$ cat config.mk
export PLATFORM = sky130hd
export DESIGN_NAME = deque_mover
export DESIGN_NICKNAME = d
export VERILOG_FILES = /design/src/rtl/deque_pkg.sv /design/src/rtl/deque_mover.sv
export SDC_FILE = /design/constraint.sdc
export NUM_CORES = 1
export LEC_CHECK = 0
export ABC_AREA = 1
export CORE_MARGIN = 10
export CORE_UTILIZATION = 47
export CTS_CLUSTER_DIAMETER = 150
export DETAILED_ROUTE_END_ITERATION = 8
export PLACE_DENSITY = 0.8
export SLEW_MARGIN = 20
export SYNTH_ARGS = -nofsm -noshare
export SYNTH_HDL_FRONTEND = slang
export SYNTH_SLANG_ARGS = --single-unit
$ cat constraint.sdc
create_clock -name clk -period 1.55 [get_ports clk]
set_input_delay 0.3875 -clock clk [delete_from_list [all_inputs] [get_ports clk]]
set_output_delay 0.3875 -clock clk [all_outputs]
set_load 0.02 [all_outputs]
$ cat src/rtl/deque_pkg.sv
`default_nettype none
// ============================================================================
//  Module   : deque_pkg
//  Brief    : Shared types and constants for the dual-deque mover.
//  Revision : 1.0 - initial release
// ============================================================================
package deque_pkg;

    typedef enum logic [2:0] {
        IDLE = 3'd0,
        PEEK = 3'd1,
        POP  = 3'd2,
        PUSH = 3'd3,
        DONE = 3'd4
    } mover_state_t;

    localparam logic [1:0] ST_OK        = 2'b00;
    localparam logic [1:0] ST_SRC_EMPTY = 2'b01;
    localparam logic [1:0] ST_DST_FULL  = 2'b10;

    localparam logic END_FRONT = 1'b0;
    localparam logic END_BACK  = 1'b1;

endpackage
`default_nettype wire

$ cat src/rtl/deque_mover.sv
`default_nettype none
// ============================================================================
//  Module   : deque_mover
//  Brief    : Moves N bytes from one deque end to another (transfer/rotate).
//  Revision : 1.0 - initial release
// ============================================================================
module deque_mover
    import deque_pkg::*;
#(
    parameter int COUNT_BITS = 5
) (
    input  logic                  clk,
    input  logic                  rst_n,
    input  logic                  cmd_valid,
    output logic                  cmd_ready,
    input  logic                  cmd_src_deque,
    input  logic                  cmd_src_end,
    input  logic                  cmd_dst_deque,
    input  logic                  cmd_dst_end,
    input  logic [COUNT_BITS-1:0] cmd_count,
    output logic                  deque_select,
    output logic                  end_select,
    output logic                  push,
    output logic                  pop,
    output logic [7:0]            data_in,
    input  logic [7:0]            data_out,
    input  logic [1:0]            empty,
    input  logic [1:0]            full,
    output logic                  busy,
    output logic                  done,
    output logic [1:0]            status,
    output logic [COUNT_BITS-1:0] moved
);

    mover_state_t          r_state;
    logic                  r_src_deque;
    logic                  r_src_end;
    logic                  r_dst_deque;
    logic                  r_dst_end;
    logic [COUNT_BITS-1:0] r_remaining;
    logic [COUNT_BITS-1:0] r_moved;
    logic [7:0]            r_hold;
    logic [1:0]            r_status;

    always_ff @(posedge clk or negedge rst_n) begin
        if (!rst_n) begin
            r_state     <= IDLE;
            r_src_deque <= 1'b0;
            r_src_end   <= END_FRONT;
            r_dst_deque <= 1'b0;
            r_dst_end   <= END_FRONT;
            r_remaining <= '0;
            r_moved     <= '0;
            r_hold      <= 8'h00;
            r_status    <= ST_OK;
        end else begin
            case (r_state)
                IDLE: begin
                    if (cmd_valid) begin
                        r_src_deque <= cmd_src_deque;
                        r_src_end   <= cmd_src_end;
                        r_dst_deque <= cmd_dst_deque;
                        r_dst_end   <= cmd_dst_end;
                        r_remaining <= cmd_count;
                        r_moved     <= '0;
                        if (cmd_count == '0) begin
                            r_status <= ST_OK;
                            r_state  <= DONE;
                        end else begin
                            r_state  <= PEEK;
                        end
                    end
                end
                PEEK: begin
                    // A rotation within one deque frees its own slot, so full is irrelevant there.
                    if (empty[r_src_deque]) begin
                        r_status <= ST_SRC_EMPTY;
                        r_state  <= DONE;
                    end else if (full[r_dst_deque] && (r_dst_deque != r_src_deque)) begin
                        r_status <= ST_DST_FULL;
                        r_state  <= DONE;
                    end else begin
                        r_state  <= POP;
                    end
                end
                POP: begin
                    r_hold  <= data_out;
                    r_state <= PUSH;
                end
                PUSH: begin
                    r_moved     <= r_moved + 1'b1;
                    r_remaining <= r_remaining - 1'b1;
                    if (r_remaining == {{(COUNT_BITS-1){1'b0}}, 1'b1}) begin
                        r_status <= ST_OK;
                        r_state  <= DONE;
                    end else begin
                        r_state  <= PEEK;
                    end
                end
                DONE: begin
                    r_state <= IDLE;
                end
                default: begin
                    r_state <= IDLE;
                end
            endcase
        end
    end

    // Bus outputs are a pure decode of registered state, so reset clears them immediately.
    always_comb begin
        deque_select = 1'b0;
        end_select   = 1'b0;
        push         = 1'b0;
        pop          = 1'b0;
        data_in      = 8'h00;
        done         = 1'b0;
        case (r_state)
            PEEK: begin
                deque_select = r_src_deque;
                end_select   = r_src_end;
            end
            POP: begin
                deque_select = r_src_deque;
                end_select   = r_src_end;
                pop          = 1'b1;
            end
            PUSH: begin
                deque_select = r_dst_deque;
                end_select   = r_dst_end;
                push         = 1'b1;
                data_in      = r_hold;
            end
            DONE: begin
                done = 1'b1;
            end
            default: begin
            end
        endcase
    end

    assign busy      = (r_state != IDLE);
    assign cmd_ready = ~busy;
    assign status    = r_status;
    assign moved     = r_moved;

endmodule
`default_nettype wire

### Yosys cells after proc, flatten, opt, wreduce, memory -nomap -nowiden

Index checks and enable logic that the tools add are counted.
Widths: inputs -> output; s select.

| storage, ports and cells | value |
|---|---|
| register bits after elaboration | 27 |
| input port bits | 24 |
| output and inout bits | 22 |
| word-level logic and storage cells | 60 |

| cells by class | value |
|---|---|
| $add $sub $neg | 2 |
| $lt $le $gt $ge | 2 |
| equal/unequal tests | 10 |
| multiplexer cells | 26 |
| bitwise operators | 1 |
| reduce and logical (&&, ||, !) cells | 10 |

Operator list:

| cell | count |
|---|---|
| $pmux 5 s2 | 2 |
| $mux 3 | 5 |
| $pmux 3 s4 | 1 |
| $mux 2 | 5 |
| $mux 5 | 2 |
| $mux 8 | 1 |
| $mux 1 | 7 |
| $eq 3x2->1 const B | 2 |
| $ne 2x2->1 const B | 3 |
| $pmux 2 s3 | 1 |
| $reduce_bool 3->1 | 2 |
| $add 5x1->5 const B | 1 |
| $eq 5x1->1 const B | 1 |
| $logic_not 5->1 | 1 |
| $reduce_and 5->1 | 1 |
| $sub 5x1->5 const B | 1 |
| $lt 1x2->1 const B | 2 |
| $pmux 1 s2 | 2 |
| $reduce_and 2->1 | 2 |
| $eq 3x1->1 const B | 1 |
| $eq 3x3->1 const B | 1 |
| $logic_not 3->1 | 1 |
| $ne 3x3->1 const B | 1 |
| $reduce_bool 2->1 | 1 |
| other kinds (4) | 4 |

### Longest topological paths before layout

| logic depth | value |
|---|---|
| depth after elaboration | 6 |
| depth in mapped cells | 10 |
| mapped depth without buffers | 10 |

### Worst setup path after synthesis

Ideal clock, no wire load.

| path | value |
|---|---|
| path kind | flip-flop to output port |
| start point | register r_state[2] |
| end point | output port deque_select |
| arrival time | 1.340 ns |
| data required time | 1.162 ns |
| slack | -0.178 ns |
| stages on the path, launching flop included | 5 |
| path buffers | 1 |
| path through | dfrtp_1 nor2_4 inv_4 buf_2 o21ai_1 |

| on the way | value |
|---|---|
| cells in the longest elaborated chain, start to end | 3 |
| elaborated cells between the ends (all ways) | 5 |
| those cells by class | eq/ne (3); mux (1); reduce/logical (1) |

RTL lines:

| what | line | source |
|---|---|---|
| start: declaration | deque_mover.sv:35 | `mover_state_t r_state;` |
| start signal: assignment | deque_mover.sv:47 | `r_state <= IDLE;` |
| start signal: assignment | deque_mover.sv:68 | `r_state <= DONE;` |
| start signal: assignment | deque_mover.sv:70 | `r_state <= PEEK;` |
| $eq 3x2->1 or $eq 3x1->1 (tied branches) | deque_mover.sv:118 | `case (r_state)` |
| $reduce_or 2->1 (no line) | n/a |  |
| $pmux 1 s2 (*) | deque_mover.sv:118 |  |
| end: declaration | deque_mover.sv:21 | `output logic deque_select,` |

Every way passes the cells marked *; elsewhere a longest branch is shown, timed or not.

### Worst setup path in the final report

Same ends and word-level chain as after synthesis.

==> impl_summary.txt <==
----------------------------------------------------
[Critical path]
  Launching element type of the critical path ... flip-flop
  Critical path data required time ... 1.16 ns
  Highest cell delay on the worst timing path ... 0.49 ns
  WS Path Type ... flip-flop to output port
  Cells along the critical path ... nor2_4 -> buf_12 -> inv_8 -> o21ai_4 -> buf_6
  Largest fanout of any net on the critical path ... 5
  CP max-delay cell ... sky130_fd_sc_hd__dfrtp_2
  Data arrival, critical path ... 1.44 ns
  Critical Path Sink Type ... output port

[Hold path]
  Hold/Removal Path Class ... primary input to async pin

[Floorplanning]
  Area of the core ... 0.00310 mm2
  Die extent in y ... 77.3 um
  DIE AREA ... 0.00597 mm2
  Initial Util ... 49.7%
  Io pins ... 46
  Num rows ... 20
  Width of the chip ... 77.3 um

[Finish]
  Share of final-layout standard cells stronger than drive strength 1 ... 33.2%
  # fillers ... 226
  Layout Area Growth over Synthesis ... 57.2%
  Non-filler cells in the finished layout ... 315
  Antenna Diode Count ... 0
  Final #Nets ... 299

[STA]
  Final Hold Viols ... 0
  Min Tclk post-route ... 1.83 ns
  Slew margin rel. ... 77.0%
  Post-route clock period utilization ... 118%
  Transition time at the pin with the least slew margin ... 0.345 ns
  Fmax achieved ... 547 MHz
  Unrepaired setup endpoints after global routing ... yes
  Final setup violation count ... 17
  Clock skew ... 0.0107 ns
  Post-route worst setup slack ... -0.277 ns
  Fin. max-slew vios ... 0

[Placed design]
  Sum of net half-perimeters after detailed placement ... 2930 um
  Instance count after placement with tap cells included ... 302
  Port buffer count ... 45
  Weighted congestion reported at the end of routability-driven placement ... 0.837

[Synthesis]
  Syn nets ... 223
  Share of the yosys chip area belonging to registers ... 43.8%
  Yosys warnings ... 0
  Primary FF master, synth ... sky130_fd_sc_hd__dfrtp_1
  Number of enable-type register cells in the synthesized netlist ... 0
  Number of distinct library cells after synthesis ... 26
  Combined area of all synthesized cells ... 0.00154 mm2
  Flop and latch count out of synthesis ... 27
  Average cell area after synthesis ... 7.87 um2
  Cell count after synthesis ... 196
  Fraction of registers with async set/reset ... 100%

[Outcome]
  Violated checks ... setup timing
  Run status ... finished, violations left

[Routing]
  Post-DRT Antenna Nets ... 0
  First-iteration detailed-routing DRC count ... 160
  Count of vias placed by the detailed router ... 1495
  Via count normalized by instance count ... 4.75
  # DRC ... 0
  Routed wire length per instance ... 13.0 um
  Final wirelength ... 4080 um
  Iteration count of the initial detailed-routing pass ... 4

[Power and ir drop]
  Static leakage ... 1.22 nW
  Power Dens Cells ... 1670 mW/mm2
  Internal power summed over all cells ... 2.21 mW
  Maximum ir drop on the vdd rail ... 0.769 mV
  Power, Total ... 4.06 mW
  Switching Share ... 45.6%
  Combinational group share of total power ... 62.8%
  Share of total power in the clock network ... 7.6%
  Sw power ... 1.85 mW
  Flop pwr share ... 29.6%

[Clocking]
  Max Root-Sink Buffers ... 2
  CTS hold repair buffers ... 0
  Clock Pin Slew Worst Setup and Hold Paths ... 0.15 ns
  Clock insertion delay at the later pin of the skew report ... 0.33 ns
  H-tree levels ... 1
  Root Buffer ... sky130_fd_sc_hd__clkbuf_4
  CTS buffer count ... 3
  CTS tree ... yes
  Num Clock Sinks ... 27

[Global routing]
  GRT Resource Usage Total ... 12.7%
  Maximum number of pins on one net before global-route repair ... 28
  Number of antenna violations at the first check in global routing ... 0
  Overflow left after global routing ... 0
  Number of global-route vias before repair ... 1408
  Global-route wire length before repair ... 6420 um

[Job]
  Count of max-cap constraint violations ... 0

----------------------------------------------------
## cells in the mapped netlist, types with 3 or more instances
cell / number / share of area, %
sky130_fd_sc_hd__nand2_2: 5 / 2.0
sky130_fd_sc_hd__nand2_1: 53 / 13
sky130_fd_sc_hd__ha_1: 3 / 2.4
sky130_fd_sc_hd__xnor2_1: 3 / 1.7
sky130_fd_sc_hd__o21ai_0: 8 / 2.6
sky130_fd_sc_hd__nor2_4: 3 / 2.2
sky130_fd_sc_hd__inv_1: 26 / 6.3
sky130_fd_sc_hd__o21ai_1: 6 / 1.9
sky130_fd_sc_hd__a21oi_1: 3 / 0.97
sky130_fd_sc_hd__nor2_1: 22 / 5.4
sky130_fd_sc_hd__o21ai_2: 5 / 2.8
sky130_fd_sc_hd__dfrtp_1: 27 / 44
sky130_fd_sc_hd__nand3_1: 14 / 4.5
## worst max-delay path, delay by kind of cell (launching register included)
kind	cells	cell delay, ns
compound gates	1	0.11
buf+inv	3	0.33
flops	1	0.49
simple gates	1	0.17
## state kept, by name, summed over array words and instances (netlist names), 2 cells and up
name	cells
r_hold	8
status	2
r_remaining	5
r_state	3
moved	5
## logic make-up after synthesis
family / Yosys count / synth area share, %
XOR/XNOR: 4 / 2.27
AO/OA/AOI/OAI: 28 / 11.4
AND/OR/NAND/NOR: 102 / 30.9
adder cells (fa/ha/maj): 3 / 2.43
buffers and inverters: 32 / 9.16
flip-flops: 27 / 43.8
## final timing paths
path | startpoint | endpoint | slack [ns] | cells after the start
worst min register to register | r_dst_end | r_dst_end | 0.51 | 2
max in group asynchronous | rst_n | r_state[2] | 0.87 | 2
min in group clk | r_dst_end | r_dst_end | 0.51 | 2
worst max register to register | r_state[1] | r_remaining[3] | -0.01 | 10
worst min-delay path | rst_n | r_hold[7] | 0.41 | 2
worst max-delay path | r_state[2] | deque_select | -0.28 | 5
## power by group through the flow
stage | logic (mW) | registers [mW] | clock network [mW]
2_1_floorplan | 1.38 | 1.24 | 0
3_3_place_gp | 2.22 | 1.19 | 0
3_5_place_dp | 2.26 | 1.20 | 0
4_1_cts | 2.37 | 1.19 | 0.315
5_1_grt | 2.80 | 1.23 | 0.352
6_report | 2.55 | 1.20 | 0.308
## layout make-up
type	instances	area, um2	area share (%)
Clock buffer	4	26.3	1.08
Sequential cell	27	679	28.0
Multi-Input combinational cell	137	843	34.8
Timing Repair inverter	1	11.3	0.464
Inverter	29	116	4.80
Tap cell	44	55.1	2.27
Timing Repair Buffer	73	693	28.6
## stage by stage
step | hold WS [ns] | cell area, um2 | util (%) | worst slack, ns | TNS [ns]
2_1_floorplan | 0.0919 | 1630 | - | -0.0245 | -0.0245
3_3_place_gp | 0.470 | 2240 | 72.2 | -0.404 | -4.27
3_5_place_dp | 0.478 | 2240 | 72.2 | -0.463 | -4.77
4_1_cts | 0.421 | 2300 | 74.1 | -0.302 | -3.59
5_1_grt | 0.419 | 2420 | 78.1 | -0.354 | -5.16
6_report | 0.408 | 2420 | 78.1 | -0.277 | -3.35
## per-layer routing
| metal | GRT usage [%] | part of all wire, % |
|---|---|---|
| met1 | 16.1 | 46 |
| met3 | 4.55 | 7.7 |
| met2 | 19.7 | 45 |
| met5 | 0 | 0 |
| met4 | 4.01 | 0.98 |
## cells in the final DEF (no fill, tap or decap), types with 2 or more instances in the layout
cell type and n:
sky130_fd_sc_hd__a21oi_1 3, sky130_fd_sc_hd__nor2_4 11, sky130_fd_sc_hd__inv_1 23, sky130_fd_sc_hd__o21bai_1 2, sky130_fd_sc_hd__dfrtp_1 24, sky130_fd_sc_hd__xnor2_1 3, sky130_fd_sc_hd__dfrtp_2 3, sky130_fd_sc_hd__o21ai_0 8
sky130_fd_sc_hd__clkdlybuf4s50_1 23, sky130_fd_sc_hd__inv_8 2, sky130_fd_sc_hd__o21ai_2 5, sky130_fd_sc_hd__dlygate4sd2_1 4, sky130_fd_sc_hd__clkdlybuf4s15_1 2, sky130_fd_sc_hd__clkbuf_4 3, sky130_fd_sc_hd__nand2_2 6, sky130_fd_sc_hd__nand3_1 13
sky130_fd_sc_hd__inv_2 5, sky130_fd_sc_hd__nand2_4 4, sky130_fd_sc_hd__nor2_1 14, sky130_fd_sc_hd__a21oi_2 2, sky130_fd_sc_hd__buf_6 18, sky130_fd_sc_hd__o21ai_1 5, sky130_fd_sc_hd__nand2_1 49, sky130_fd_sc_hd__buf_4 24
sky130_fd_sc_hd__ha_1 3
## timing repair
action                     CTS  global route
cloned                       0             1
resized for setup           95            30
setup endpoints to repair   24            31
buffers inserted             5             4
pin swaps                    5             6
No activity file was read; power rests on OpenSTA's default activity.
